**config.mk**
```make
export PLATFORM = sky130hd
export DESIGN_NAME = quad_sampler_flat
export DESIGN_NICKNAME = d
export VERILOG_FILES = /design/src/rtl/quad_sampler_if.sv /design/src/rtl/quad_sampler.sv /design/src/flat_wrapper.sv
export SDC_FILE = /design/constraint.sdc
export NUM_CORES = 1
export LEC_CHECK = 0
export CORE_MARGIN = 10
export CORE_UTILIZATION = 55
export DETAILED_ROUTE_END_ITERATION = 10
export MAX_ROUTING_LAYER = met4
export PLACE_DENSITY = 0.8
export SLEW_MARGIN = 20
export SYNTH_ARGS = -nofsm -noshare
export SYNTH_HDL_FRONTEND = slang
export SYNTH_SLANG_ARGS = --single-unit
```
**constraint.sdc**
```tcl
create_clock -name hba_clk -period 3.8 [get_ports hba_clk]
set_clock_uncertainty 0.05 [all_clocks]
set_input_delay 0.57 -clock hba_clk [delete_from_list [all_inputs] [get_ports hba_clk]]
set_output_delay 0.57 -clock hba_clk [all_outputs]
set_load 0.005 [all_outputs]
```
**src/rtl/quad_sampler_if.sv**
```systemverilog
// Control/status bundle between the host register bank, encoder counters and quad_sampler.
interface quad_sampler_if #(
    parameter int CNT_WIDTH    = 16,
    parameter int PERIOD_WIDTH = 24
);
    logic                    en;
    logic [PERIOD_WIDTH-1:0] period;
    logic                    snap_req;
    logic                    hold;
    logic                    irq_en;
    logic                    irq_clr;
    logic [CNT_WIDTH-1:0]    count0;
    logic [CNT_WIDTH-1:0]    count1;
    logic [CNT_WIDTH-1:0]    pos0;
    logic [CNT_WIDTH-1:0]    pos1;
    logic [CNT_WIDTH-1:0]    vel0;
    logic [CNT_WIDTH-1:0]    vel1;
    logic                    upd_valid;
    logic                    sample_irq;
    logic                    overrun;
    logic                    busy;

    modport master (
        output en, period, snap_req, hold, irq_en, irq_clr, count0, count1,
        input  pos0, pos1, vel0, vel1, upd_valid, sample_irq, overrun, busy
    );

    modport slave (
        input  en, period, snap_req, hold, irq_en, irq_clr, count0, count1,
        output pos0, pos1, vel0, vel1, upd_valid, sample_irq, overrun, busy
    );
endinterface

```
**src/rtl/quad_sampler.sv**
```systemverilog
// Periodic/manual snapshot of two encoder counts with signed per-period deltas,
// committed to the register bank through a single upd_valid pulse.

module quad_sampler_lane #(
    parameter int CNT_WIDTH = 16
) (
    input  logic                 hba_clk,
    input  logic                 hba_reset_n,
    input  logic                 load_base,
    input  logic                 capture,
    input  logic                 commit,
    input  logic [CNT_WIDTH-1:0] count,
    output logic [CNT_WIDTH-1:0] pos,
    output logic [CNT_WIDTH-1:0] vel
);
    logic [CNT_WIDTH-1:0] last;
    logic [CNT_WIDTH-1:0] sh_pos;
    logic [CNT_WIDTH-1:0] sh_vel;

    // Commit and capture may coincide; commit takes the pre-capture shadow.
    always_ff @(posedge hba_clk or negedge hba_reset_n) begin
        if (!hba_reset_n) begin
            last   <= '0;
            sh_pos <= '0;
            sh_vel <= '0;
            pos    <= '0;
            vel    <= '0;
        end else begin
            if (load_base || capture) last <= count;
            if (capture) begin
                sh_pos <= count;
                sh_vel <= count - last;
            end
            if (commit) begin
                pos <= sh_pos;
                vel <= sh_vel;
            end
        end
    end
endmodule

module quad_sampler #(
    parameter int CNT_WIDTH    = 16,
    parameter int PERIOD_WIDTH = 24
) (
    input logic           hba_clk,
    input logic           hba_reset_n,
    quad_sampler_if.slave bus
);
    localparam int NUM_LANES = 2;
    localparam logic [PERIOD_WIDTH-1:0] ONE = PERIOD_WIDTH'(1);

    typedef enum logic [1:0] {IDLE, RUN, PEND, COMMIT} state_t;

    state_t                  state, state_nx;
    logic [PERIOD_WIDTH-1:0] timer, timer_nx;
    logic                    terminal, trigger, commit, load_base, ovr_set;
    logic                    upd_valid, sample_irq, overrun;

    logic [NUM_LANES-1:0][CNT_WIDTH-1:0] cnt;
    logic [NUM_LANES-1:0][CNT_WIDTH-1:0] pos;
    logic [NUM_LANES-1:0][CNT_WIDTH-1:0] vel;

    assign cnt = {bus.count1, bus.count0};

    assign terminal  = (bus.period != '0) && (timer >= bus.period - ONE);
    assign trigger   = bus.en && (state != IDLE) && (terminal || bus.snap_req);
    assign commit    = bus.en && (state == PEND) && !bus.hold;
    assign load_base = bus.en && (state == IDLE);
    // Overwrite only counts when the old shadow is still uncommitted.
    assign ovr_set   = trigger && (state == PEND) && bus.hold;

    always_comb begin
        state_nx = state;
        timer_nx = timer;
        if (!bus.en) begin
            state_nx = IDLE;
            timer_nx = '0;
        end else begin
            case (state)
                IDLE:    state_nx = RUN;
                RUN:     state_nx = trigger ? PEND : RUN;
                PEND:    if (!bus.hold) state_nx = trigger ? PEND : COMMIT;
                COMMIT:  state_nx = trigger ? PEND : RUN;
                default: state_nx = IDLE;
            endcase
            if (state == IDLE) timer_nx = '0;
            else               timer_nx = trigger ? '0 : timer + ONE;
        end
    end

    always_ff @(posedge hba_clk or negedge hba_reset_n) begin
        if (!hba_reset_n) begin
            state      <= IDLE;
            timer      <= '0;
            upd_valid  <= 1'b0;
            sample_irq <= 1'b0;
            overrun    <= 1'b0;
        end else begin
            state      <= state_nx;
            timer      <= timer_nx;
            upd_valid  <= commit;
            sample_irq <= (upd_valid && bus.irq_en) || (sample_irq && !bus.irq_clr);
            overrun    <= ovr_set || (overrun && !bus.irq_clr);
        end
    end

    for (genvar g = 0; g < NUM_LANES; g++) begin : g_lane
        quad_sampler_lane #(.CNT_WIDTH(CNT_WIDTH)) u_lane (
            .hba_clk     (hba_clk),
            .hba_reset_n (hba_reset_n),
            .load_base   (load_base),
            .capture     (trigger),
            .commit      (commit),
            .count       (cnt[g]),
            .pos         (pos[g]),
            .vel         (vel[g])
        );
    end

    assign bus.pos0       = pos[0];
    assign bus.pos1       = pos[1];
    assign bus.vel0       = vel[0];
    assign bus.vel1       = vel[1];
    assign bus.upd_valid  = upd_valid;
    assign bus.sample_irq = sample_irq;
    assign bus.overrun    = overrun;
    assign bus.busy       = (state == PEND);
endmodule

```
**src/flat_wrapper.sv**
```systemverilog
// flat-port wrapper written by rule: the top's interface ports become plain ports
module quad_sampler_flat 
#(
    parameter int CNT_WIDTH    = 16,
    parameter int PERIOD_WIDTH = 24
)
  (hba_clk, hba_reset_n, bus_en, bus_period, bus_snap_req, bus_hold, bus_irq_en, bus_irq_clr, bus_count0, bus_count1, bus_pos0, bus_pos1, bus_vel0, bus_vel1, bus_upd_valid, bus_sample_irq, bus_overrun, bus_busy);
  quad_sampler_if #(.CNT_WIDTH(CNT_WIDTH), .PERIOD_WIDTH(PERIOD_WIDTH)) bus_i ();
  input logic hba_clk;
  input logic hba_reset_n;
  input wire logic [$bits(bus_i.en)-1:0] bus_en;
  input wire logic [$bits(bus_i.period)-1:0] bus_period;
  input wire logic [$bits(bus_i.snap_req)-1:0] bus_snap_req;
  input wire logic [$bits(bus_i.hold)-1:0] bus_hold;
  input wire logic [$bits(bus_i.irq_en)-1:0] bus_irq_en;
  input wire logic [$bits(bus_i.irq_clr)-1:0] bus_irq_clr;
  input wire logic [$bits(bus_i.count0)-1:0] bus_count0;
  input wire logic [$bits(bus_i.count1)-1:0] bus_count1;
  output wire logic [$bits(bus_i.pos0)-1:0] bus_pos0;
  output wire logic [$bits(bus_i.pos1)-1:0] bus_pos1;
  output wire logic [$bits(bus_i.vel0)-1:0] bus_vel0;
  output wire logic [$bits(bus_i.vel1)-1:0] bus_vel1;
  output wire logic [$bits(bus_i.upd_valid)-1:0] bus_upd_valid;
  output wire logic [$bits(bus_i.sample_irq)-1:0] bus_sample_irq;
  output wire logic [$bits(bus_i.overrun)-1:0] bus_overrun;
  output wire logic [$bits(bus_i.busy)-1:0] bus_busy;
  assign bus_i.en = bus_en;
  assign bus_i.period = bus_period;
  assign bus_i.snap_req = bus_snap_req;
  assign bus_i.hold = bus_hold;
  assign bus_i.irq_en = bus_irq_en;
  assign bus_i.irq_clr = bus_irq_clr;
  assign bus_i.count0 = bus_count0;
  assign bus_i.count1 = bus_count1;
  assign bus_pos0 = bus_i.pos0;
  assign bus_pos1 = bus_i.pos1;
  assign bus_vel0 = bus_i.vel0;
  assign bus_vel1 = bus_i.vel1;
  assign bus_upd_valid = bus_i.upd_valid;
  assign bus_sample_irq = bus_i.sample_irq;
  assign bus_overrun = bus_i.overrun;
  assign bus_busy = bus_i.busy;
  quad_sampler #(.CNT_WIDTH(CNT_WIDTH), .PERIOD_WIDTH(PERIOD_WIDTH)) u_core (.hba_clk(hba_clk), .hba_reset_n(hba_reset_n), .bus(bus_i));
endmodule
```
==> results of run 1 <==
==> power groups by stage <==
stage,logic (mW),registers [mW],clock network [mW]
2_1_floorplan,1.03,2.93,0
3_3_place_gp,2.07,2.94,0
3_5_place_dp,2.12,2.98,0
4_1_cts,2.19,2.95,1.70
5_1_grt,2.57,3.04,1.78
6_report,2.38,2.97,1.68
==> through the flow <==
stage	cells	TNS, ns	hold WS [ns]	cell area (um2)
2_1_floorplan	824	-14.92	0.224	9700
3_3_place_gp	1209	-79.90	0.419	11600
3_5_place_dp	1209	-95.91	0.427	11600
4_1_cts	1257	-0.00214	0.243	12500
5_1_grt	1273	-26.63	0.285	13000
6_report	1273	-10.11	0.218	13000
==> cells in the final DEF, fill, tap and decap left out, types with 14 or more instances in the layout <==
master and count:
sky130_fd_sc_hd__clkbuf_16 22, sky130_fd_sc_hd__inv_1 42, sky130_fd_sc_hd__nand2_1 33, sky130_fd_sc_hd__o21ai_0 29
sky130_fd_sc_hd__mux2_2 66, sky130_fd_sc_hd__xnor2_1 40, sky130_fd_sc_hd__mux2_4 74, sky130_fd_sc_hd__clkdlybuf4s50_1 112
sky130_fd_sc_hd__ha_1 56, sky130_fd_sc_hd__dfrtp_1 189, sky130_fd_sc_hd__nand3_1 31, sky130_fd_sc_hd__buf_4 58
sky130_fd_sc_hd__nor2_1 55, sky130_fd_sc_hd__nor3_1 14, sky130_fd_sc_hd__xor2_1 25, sky130_fd_sc_hd__a21oi_1 25
==> logic make-up after synthesis <==
logic type      after synthesis  share of synthesized area
simple gates                199                      0.102
xor+xnor                     66                     0.0603
compound gates              103                     0.0687
buf+inv                      66                     0.0305
mux                         142                      0.166
fa+ha+maj                    59                     0.0785
flops                       189                      0.493
==> flip-flops by register name (all words and copies together) (netlist names) <==
name,flops
u_core.bus.upd_valid,1
u_core.bus.overrun,1
u_core.g_lane.u_lane.sh_pos,32
u_core.g_lane.u_lane.last,32
u_core.g_lane.u_lane.vel,32
u_core.state,2
u_core.bus.sample_irq,1
u_core.timer,24
u_core.g_lane.u_lane.sh_vel,32
u_core.g_lane.u_lane.pos,32
==> cell type report <==
type | count | area share
clock buffers | 22 | 0.0363
clock inverters | 10 | 0.00623
inverters | 43 | 0.0124
multi-input cells | 570 | 0.392
flip-flops and latches | 189 | 0.362
well taps | 225 | 0.0216
repair buffers | 214 | 0.169
==> layer usage <==
metal / track usage / up-vias
li1: - / 3333
met1: 0.240 / 3595
met2: 0.321 / 211
met3: 0.0514 / 41
met4: 0.0573 / 0
met5: - / -
==> final timing paths <==
check | from | slack [ns] | end
max reg2reg | u_core.timer[22] | 0.89 | u_core.g_lane[0].u_lane.sh_pos[14]
min | hba_reset_n | 0.22 | u_core.g_lane[0].u_lane.pos[9]
min in group hba_clk | u_core.bus.upd_valid | 0.45 | u_core.bus.sample_irq
max in group asynchronous | hba_reset_n | 2.60 | u_core.timer[15]
min reg2reg | u_core.bus.upd_valid | 0.45 | u_core.bus.sample_irq
max | bus_period[11] | -0.15 | u_core.g_lane[0].u_lane.sh_pos[14]
==> timing repair <==
action	CTS	global route
buffers inserted	14	11
gates resized for setup	56	99
setup endpoints to repair	123	123
hold buffers	0	0
gates cloned	3	8
pin swaps	21	26
==> critical path, delay by kind of cell <==
family	cells	cell delay (ns)
and+or+nand+nor	9	1.98
AOI/OAI and AO/OA	2	0.34
xor gates and xnor gates	1	0.09
muxes	1	0.31
buffers and inverters	4	0.59
adders and majority gates	1	0.32
==> results.md, run 1 <==
* Maximum number of pins on one net before global-route repair at 110
* Worst Setup Slack post-DPL at -0.904 ns
* Cells traversed along the worst timing path: buf_8 > nor4_4 > nand2b_4 > or3_4 > or2_4 > nor3_4 > xnor2_2 > ha_1 > nand4_1 > buf_4 > nor4_4 > nand2_1 > o21ai_2 > buf_6 > o211ai_4 > nand2_4 > buf_8 > mux2_4
* Logic pwr share at 0.338
* Total standard cell area after synthesis at 0.00959 mm2
* Detailed placer's ending HPWL at 15,500 um
* Via count at 7,180
* PnR worst setup slack at -0.154 ns
* Root buffer cell: sky130_fd_sc_hd__clkbuf_16
* Clock Tree Buf Depth at 2
* Wire length of the first global-routing pass at 37,100 um
* Layout overhead on the synthesized area at 36.0%
* Clock latency on the worst-skew pair at 0.43 ns
* Post-detailed-route via-to-cell ratio at 5.64
* Unrepaired setup endpoints after global routing: true
* Average wire per standard cell at 19.8 um
* Residual DRC at 0
* First-pass detailed-route iteration total at 5
* Die X-Extent at 152 um
* Worst-path fanout max at 5
* Ys Warns at 0
* Die Y-Extent at 152 um
* Rel. slew slack at 0.415
* DR WL met3 at 1260 um
* Post-synthesis instance total at 824
* Number of cells on the worst reg-to-reg path at 11
* Register Area at 0.00473 mm2
* Number of register bits inferred by synthesis at 189
* Cell internal power dissipation at 5.01 mW
* Fraction of layout instances using a drive strength above 1 at 0.290
* Global router's overall resource usage at 0.198
* Final Power at 7.03 mW
* Footprint of the multi-input gates at 0.00512 mm2
* Wire length the detailed router placed on met1 at 11,000 um
* Most common flop cell mapped by yosys: sky130_fd_sc_hd__dfrtp_1
* Num ports at 131
* Number of enable-type register cells in the synthesized netlist at 0
* Count of port buffers added during placement at 130
* Area fraction of the dominant cell type after synthesis at 0.493
* Area leader, netlist: sky130_fd_sc_hd__dfrtp_1
* Worst vdd rail ir drop at 0.000393 V
* Post-layout utilization of the core at 0.760
* Post-synthesis net count at 946
* Tightest Hold Check Type: in2async
* Final antenna diode count at 0
* Number of clock sinks seen by CTS at 189
* Sequential group share of total power at 0.422
* Number of nets in the finished design at 1,157
* Kind of end point of the critical path: register
* Core ar. at 0.0172 mm2
* Num rows at 48
* Starting Density at 0.558
* Number of pins with negative max-slew slack in the final report at 0
* TritonCTS Buffers at 17
* Run status: finished, violations left
* Depth of the CTS H-tree at 4
* Maximum clock rate at 0.253 GHz
* Count of nets left with antenna violations after detail routing at 0
* Final hold violation count at 0
* Arrival time of data at the critical path endpoint at 4.21 ns
* CP max stage delay at 0.34 ns
* Sequential element share of the synthesized area at 0.493
* Met2 routed WL at 12,500 um
* Setup violators final at 105
* Synthesized area divided by synthesized cell count at 11.6 um2
* Antenna violations before repair at 0
* Wire length after detailed routing at 25,200 um
* Switching Share at 0.287
* Synth async-reset ratio at 1.00
* CTS tree: done
* Highest metal used: met4
* Clock transition at the register clock pins on the worst setup and hold paths after CTS at 0.07 ns
* DRC marker count from the first detailed-route iteration at 367
* Power density over the cells at 539 mW/mm2
* Final critical-path required period at 3.95 ns
* Worst path required time at 4.06 ns
* Fill cell count at 1,112
* Relative contribution of the clock network to total power at 0.240
* Dominant cell by count in the synthesized netlist: sky130_fd_sc_hd__dfrtp_1
* CP Launch Type: input port
* Reported leakage power at 5.92 nW
* Most used standard cells in the synthesized netlist: 189 x sky130_fd_sc_hd__dfrtp_1, 135 x sky130_fd_sc_hd__mux2_2, 60 x sky130_fd_sc_hd__nor2_1
* Synth cell types at 52
* Critical path's slowest cell: sky130_fd_sc_hd__nor4_4
* Last weighted congestion value of the routability-driven placer at 0.880
* P_sw at 2.01 mW
* Failing checks: negative setup slack
* Slew @ Worst Pin at 0.878 ns
* Type of the setup path with the least slack: in2reg
* Total congestion overflow at 0
* Biggest area contributors in the synthesized netlist: sky130_fd_sc_hd__dfrtp_1 49%, sky130_fd_sc_hd__mux2_2 16%, sky130_fd_sc_hd__ha_1 7.4%, sky130_fd_sc_hd__xnor2_1 3.7%, sky130_fd_sc_hd__nor2_1 2.3%
* Total Die Area at 0.0231 mm2
* Period Utilization, post-route at 1.04
* Number of maximum-capacitance constraint violations at 0
* Number of global-route vias before repair at 7,365
No activity file was read; power rests on OpenSTA's default activity.
==> run 2, diff against run 1 <==
- CORE_UTILIZATION: 55 -> 57
- CTS_BUF_LIST: default -> sky130_fd_sc_hd__clkbuf_8
- PLACE_DENSITY: 0.8 -> 0.82
==> results.md, run 2 (same netlist as run 1, synthesis figures left out) <==
* Run status: finished, violations left
* Failing checks: negative setup slack
* Via count at 6,963 (-3.0%)
* Clock latency on the worst-skew pair at 0.47 ns (+0.04 ns)
* Rel. slew slack at 0.517 (+0.103)
* Num rows at 47 (-2.1%)
* Detailed placer's ending HPWL at 15,200 um (-2.4%)
* Average wire per standard cell at 18.1 um (-8.6%)
* Worst vdd rail ir drop at 0.000381 V (-3.0%)
* Wire length after detailed routing at 22,700 um (-10%)
* CTS tree: done
* Clock Tree Buf Depth at 2 (unchanged)
* Fraction of layout instances using a drive strength above 1 at 0.276 (-0.0139)
* Residual DRC at 0 (unchanged)
* First-pass detailed-route iteration total at 4 (-1)
* End of the worst register-to-register path: u_core.g_lane[0].u_lane.last[5]
* Depth of the CTS H-tree at 4 (unchanged)
* Post-detailed-route via-to-cell ratio at 5.56 (-1.5%)
* Number of global-route vias before repair at 7,114 (-3.4%)
* GR Layer Usage met3 at 0.0525 (+0.00117)
* Final critical-path required period at 3.82 ns (-0.132 ns)
* Number of nets in the finished design at 1,141 (-1.4%)
* Most common cell after layout, fill and taps aside: sky130_fd_sc_hd__dfrtp_1
* Total congestion overflow at 0 (unchanged)
* Maximum number of pins on one net before global-route repair at 93 (-15%)
* Number of pins with negative max-slew slack in the final report at 0 (unchanged)
* Wire length of the first global-routing pass at 36,100 um (-2.6%)
* Layout overhead on the synthesized area at 29.9%
* Post-CTS Hold Fix Bufs at 0 (unchanged)
* Final hold violation count at 0 (unchanged)
* Arrival time of data at the critical path endpoint at 4.13 ns (-0.08 ns)
* Most crowded layer after global routing: met2
* Type of the setup path with the least slack: in2reg
* Count of port buffers added during placement at 130 (unchanged)
* Die X-Extent at 150 um (-1.5%)
* Starting Density at 0.580 (+0.0220)
* Num ports at 131 (unchanged)
* Global router's overall resource usage at 0.206 (+0.00778)
* Core ar. at 0.0165 mm2 (-3.8%)
* Slew @ Worst Pin at 0.724 ns (-0.154 ns)
* Maximum clock rate at 0.262 GHz (+3.4%)
* Worst path required time at 4.11 ns (+0.05 ns)
* Met2 Usage GRT at 0.334 (+0.0135)
* Number of cells on the worst reg-to-reg path at 11 (unchanged)
* Count of nets left with antenna violations after detail routing at 0 (unchanged)
* Worst Setup Slack post-DPL at -0.871 ns (+0.0329 ns)
* CP Launch Type: input port
* Setup slack on the worst flop-to-flop path at 1.03 ns (+0.14 ns)
* Last weighted congestion value of the routability-driven placer at 0.909 (+3.3%)
* Antenna violations before repair at 1 (+1)
* Root buffer cell: sky130_fd_sc_hd__clkbuf_8
* Kind of end point of the critical path: register
* PnR worst setup slack at -0.0221 ns (+0.132 ns)
* Final Power at 6.56 mW (-6.7%)
* Power density over the cells at 526 mW/mm2 (-2.3%)
* Met1 Resource Use GR at 0.256 (+0.0160)
* Worst-path fanout max at 8 (+3)
* Number of clock sinks seen by CTS at 189 (unchanged)
* Clock transition at the register clock pins on the worst setup and hold paths after CTS at 0.10 ns (+0.03 ns)
* Total Die Area at 0.0224 mm2 (-3.1%)
* Fill cell count at 1,067 (-4.0%)
* DRC marker count from the first detailed-route iteration at 341 (-7.1%)
* Most frequent cells in the layout: 189 x sky130_fd_sc_hd__dfrtp_1, 113 x sky130_fd_sc_hd__clkdlybuf4s50_1, 105 x sky130_fd_sc_hd__mux2_2, 56 x sky130_fd_sc_hd__ha_1, 56 x sky130_fd_sc_hd__buf_4
* Period Utilization, post-route at 1.01 (-0.0346)
* Reported leakage power at 5.61 nW (-5.2%)
* Unrepaired setup endpoints after global routing: true
* TritonCTS Buffers at 17 (unchanged)
* Startpoint of the lowest-slack register-to-register path: u_core.timer[0]
* Tightest Hold Check Type: in2async
* Die Y-Extent at 150 um (-1.5%)
* Setup violators final at 10 (-90%)
* Number of maximum-capacitance constraint violations at 0 (unchanged)
[run 2: changes by cell type in the layout (fill, tap and decap cells not counted), moves of 3 or more]
| cell | before | now |
|---|---|---|
| sky130_fd_sc_hd__buf_6 | 12 | 5 |
| sky130_fd_sc_hd__buf_8 | 3 | 0 |
| sky130_fd_sc_hd__clkbuf_16 | 22 | 1 |
| sky130_fd_sc_hd__clkbuf_8 | 4 | 18 |
| sky130_fd_sc_hd__clkinvlp_4 | 3 | 0 |
| sky130_fd_sc_hd__dlygate4sd2_1 | 8 | 0 |
| sky130_fd_sc_hd__dlymetal6s2s_1 | 3 | 9 |
| sky130_fd_sc_hd__mux2_2 | 66 | 105 |
| sky130_fd_sc_hd__mux2_4 | 74 | 33 |
[run 2: worst max path at each step]
stage	to	slack [ns]	cells after the start	start
6_report	u_core.g_lane[0].u_lane.last[5]	-0.02	17	bus_period[10]
5_1_grt	u_core.g_lane[1].u_lane.last[4]	-0.14	18	bus_period[10]
4_1_cts	u_core.g_lane[1].u_lane.last[15]	0.004	17	bus_period[8]
3_3_place_gp	u_core.g_lane[1].u_lane.last[7]	-0.73	16	bus_period[10]
3_5_place_dp	u_core.g_lane[0].u_lane.last[5]	-0.87	16	bus_period[10]
2_1_floorplan	u_core.g_lane[0].u_lane.last[10]	-0.25	16	bus_period[10]
[run 2: power by group]
group | total [mW] | internal, mW | leakage (nW) | switching (mW)
registers | 2.96 | 2.62 | 2.35 | 0.336
logic | 2.21 | 1.39 | 3.05 | 0.822
clock network | 1.39 | 0.612 | 0.217 | 0.778
total | 6.56 | 4.62 | 5.61 | 1.94
[run 2: layout make-up]
cell class,count,area [um2],area share
Antenna cell,1,2.50,0.000201
Clock buffer,17,234,0.0188
Clock inverter,15,179,0.0144
Inverter,43,161,0.0130
Multi-Input combinational cell,569,4890,0.392
Sequential cell,189,4730,0.380
Tap cell,220,275,0.0221
Timing Repair Buffer,199,1990,0.160
[run 2: worst max-delay path, stage by stage]
cell and delay (ns):
sky130_fd_sc_hd__buf_6 0.10, sky130_fd_sc_hd__nor4_4 0.34, sky130_fd_sc_hd__nand2b_4 0.08, sky130_fd_sc_hd__or3_4 0.38
sky130_fd_sc_hd__or2_4 0.29, sky130_fd_sc_hd__nor3_4 0.12, sky130_fd_sc_hd__xnor2_1 0.16, sky130_fd_sc_hd__ha_1 0.28
sky130_fd_sc_hd__nand4_1 0.19, sky130_fd_sc_hd__nor2_2 0.08, sky130_fd_sc_hd__a221oi_2 0.30, sky130_fd_sc_hd__o21ai_2 0.13
sky130_fd_sc_hd__o21a_4 0.24, sky130_fd_sc_hd__o31ai_4 0.22, sky130_fd_sc_hd__buf_6 0.18, sky130_fd_sc_hd__buf_12 0.14
sky130_fd_sc_hd__mux2_2 0.33
[run 2: stage by stage]
| step | std cells | TNS [ns] | cell area [um2] | utilization | hold slack [ns] |
|---|---|---|---|---|---|
| 2_1_floorplan | 824 | -14.92 | 9700 | - | 0.224 |
| 3_3_place_gp | 1207 | -78.52 | 11600 | 0.704 | 0.421 |
| 3_5_place_dp | 1207 | -93.03 | 11600 | 0.704 | 0.426 |
| 4_1_cts | 1247 | 0 | 12200 | 0.737 | 0.0983 |
| 5_1_grt | 1253 | -8.84 | 12500 | 0.754 | 0.102 |
| 6_report | 1253 | -0.148 | 12500 | 0.754 | 0.0828 |
[run 2: metal layers]
layer  wire [um]  share of wire  up-vias
met5           0              0        -
met4         240          0.011        0
met2       11300           0.50      155
met1        9840           0.43     3494
li1            -              -     3290
met3        1330          0.059       24
[run 2: timing repair]
item	in CTS	in global routing
gates resized for setup	21	71
setup endpoints to repair	123	123
buffers inserted	6	4
gates cloned	2	1
pin swaps	15	8
==> run 3, diff against run 2 <==
- CORE_MARGIN: 10 -> 5
==> results.md, run 3 (same netlist as run 1, synthesis figures left out) <==
* Residual DRC at 0 (unchanged)
* Clock transition at the register clock pins on the worst setup and hold paths after CTS at 0.10 ns (about the same)
* Maximum number of pins on one net before global-route repair at 90 (-3.2%)
* Most frequent cells in the layout: 189 x sky130_fd_sc_hd__dfrtp_1, 113 x sky130_fd_sc_hd__clkdlybuf4s50_1, 90 x sky130_fd_sc_hd__mux2_2, 61 x sky130_fd_sc_hd__buf_4, 56 x sky130_fd_sc_hd__ha_1
* Arrival time of data at the critical path endpoint at 4.12 ns (about the same)
* Register Area at 0.00473 mm2 (unchanged)
* Finished Layout Cells at 1,260 (+0.56%)
* Total Die Area at 0.0195 mm2 (-13%)
* Number of clock sinks seen by CTS at 189 (unchanged)
* Average wire per standard cell at 18.0 um (-0.49%)
* CP Launch Type: input port
* Layout Cell Area excl Fill at 0.0125 mm2 (+0.73%)
* Wire length the detailed router placed on met1 at 9850 um (+0.11%)
* Fraction of layout instances using a drive strength above 1 at 0.277 (+0.00103)
* Number of maximum-capacitance constraint violations at 0 (unchanged)
* Type of the setup path with the least slack: in2reg
* Num ports at 131 (unchanged)
* Die Y-Extent at 140 um (-6.7%)
* Depth of the CTS H-tree at 4 (unchanged)
* Setup violators final at 9 (-1)
* Count of port buffers added during placement at 130 (unchanged)
* Maximum clock rate at 0.262 GHz (+0.11%)
* Number of pins with negative max-slew slack in the final report at 0 (unchanged)
* Wire length after detailed routing at 22,700 um (about the same)
* Post-layout utilization of the core at 0.759 (+0.00553)
* Met2 routed WL at 11,100 um (-1.0%)
* Slew @ Worst Pin at 0.740 ns (+0.0161 ns)
* Die X-Extent at 140 um (-6.7%)
* Clock Tree Buf Depth at 2 (unchanged)
* Antenna violations before repair at 1 (unchanged)
* Post-place instance area at 0.0116 mm2 (-0.11%)
* Instance count after placement with tap cells included at 1,207 (unchanged)
* CP max stage delay at 0.34 ns (-0.04 ns)
* Kind of end point of the critical path: register
* Worst-path fanout max at 8 (unchanged)
* Highest metal used: met4
* Power density over the cells at 521 mW/mm2 (-0.89%)
* Fill cell count at 1,072 (+0.47%)
* Core ar. at 0.0165 mm2 (unchanged)
* Root buffer cell: sky130_fd_sc_hd__clkbuf_8
* Wire length of the first global-routing pass at 35,500 um (-1.9%)
* Via count at 7,010 (+0.67%)
* Number of global-route vias before repair at 7,290 (+2.5%)
* First-pass detailed-route iteration total at 4 (unchanged)
* Global router's overall resource usage at 0.229 (+0.0234)
* Layout overhead on the synthesized area at 30.8%
* Final critical-path required period at 3.82 ns (-0.00434 ns)
* Run status: finished, violations left
* Failing checks: negative setup slack
* Tightest Hold Check Type: in2async
* Reported leakage power at 5.65 nW (+0.62%)
* DRC marker count from the first detailed-route iteration at 387 (+13%)
* Number of nets in the finished design at 1,148 (+0.61%)
* Worst vdd rail ir drop at 0.000379 V (-0.45%)
* Unrepaired setup endpoints after global routing: true
* Clock latency on the worst-skew pair at 0.46 ns (about the same)
* CTS tree: done
* TritonCTS Buffers at 17 (unchanged)
* Num rows at 47 (unchanged)
* Footprint of the multi-input gates at 0.00492 mm2 (+0.64%)
* Count of nets left with antenna violations after detail routing at 0 (unchanged)
* Cells traversed along the worst timing path: dlygate4sd2_1 > nor4_2 > nand3_2 > nor3_4 > nand2b_1 > buf_4 > nor2_2 > xnor2_1 > ha_1 > a21oi_1 > nand2_1 > a221oi_2 > o21ai_2 > o21a_4 > o31ai_4 > buf_6 > bufbuf_16 > mux2_2
* DR WL met3 at 1320 um (-0.75%)
* Last weighted congestion value of the routability-driven placer at 0.890 (-2.2%)
* Post-detailed-route via-to-cell ratio at 5.56 (+0.12%)
* PnR worst setup slack at -0.0178 ns (+0.00434 ns)
* Final hold violation count at 0 (unchanged)
* Period Utilization, post-route at 1.00 (-0.00114)
* Starting Density at 0.580 (unchanged)
* Detailed placer's ending HPWL at 14,700 um (-2.9%)
* Worst path required time at 4.10 ns (about the same)
* Post-CTS Hold Fix Bufs at 0 (unchanged)
* Rel. slew slack at 0.507 (-0.0107)
* Critical path's slowest cell: sky130_fd_sc_hd__ha_1
* Setup Total Neg Slack at -0.115 ns (+0.0332 ns)
* Most common cell after layout, fill and taps aside: sky130_fd_sc_hd__dfrtp_1
* Total congestion overflow at 0 (unchanged)
-- run 3: final timing paths --
check	startpoint	to	slack (ns)	cells past startpoint
setup / recovery	bus_period[6]	u_core.g_lane[1].u_lane.last[13]	-0.02	18
hold / removal	hba_reset_n	u_core.g_lane[0].u_lane.vel[12]	0.1	1
setup reg to reg	u_core.timer[15]	u_core.g_lane[1].u_lane.last[13]	1.04	10
hold reg to reg	u_core.g_lane[1].u_lane.sh_vel[4]	u_core.g_lane[1].u_lane.vel[4]	0.45	1
max in group asynchronous	hba_reset_n	u_core.g_lane[1].u_lane.last[15]	2.68	2
min in group hba_clk	u_core.g_lane[1].u_lane.sh_vel[4]	u_core.g_lane[1].u_lane.vel[4]	0.45	1
-- run 3: layout make-up --
| type | instances | area share |
|---|---|---|
| sequential | 189 | 0.377 |
| multi-input combinational | 569 | 0.392 |
| inverter | 43 | 0.0129 |
| clock buffer | 17 | 0.0186 |
| antenna | 1 | 0.000199 |
| timing repair buffer | 206 | 0.165 |
| clock inverter | 15 | 0.0130 |
| tap | 220 | 0.0219 |
-- run 3: metal layers --
metal	up-vias	global-route usage
li1	3312	-
met1	3482	0.291
met2	188	0.365
met3	28	0.0593
met4	0	0.0709
met5	-	-
-- run 3: where the power goes --
group	total [mW]	internal, mW	switching [mW]
registers	2.96	2.62	0.340
clock network	1.33	0.596	0.739
logic	2.25	1.43	0.818
total	6.54	4.65	1.90
-- run 3: what timing repair did --
item | 4_1_cts | 5_1_grt
gates cloned | 2 | 4
buffers inserted | 11 | 3
pin swaps | 22 | 4
endpoints found under the setup margin | 123 | 123
resized for setup | 45 | 57
-- run 3: stage by stage --
step           setup WS [ns]  power, mW  hold WS (ns)
4_1_cts              0.00108       6.45         0.129
2_1_floorplan         -0.246       3.96         0.224
3_5_place_dp          -0.978       5.07         0.432
3_3_place_gp          -0.762       4.99         0.416
5_1_grt               -0.175       6.93         0.132
6_report             -0.0178       6.54        0.0997
-- run 3: worst max-delay path, delay by kind of cell --
kind	cells	cell delay [ns]
XOR/XNOR	1	0.08
AO/OA/AOI/OAI	5	1.00
AND/OR/NAND/NOR	6	0.98
buffers and inverters	4	0.82
adder cells (fa/ha/maj)	1	0.34
multiplexers	1	0.34
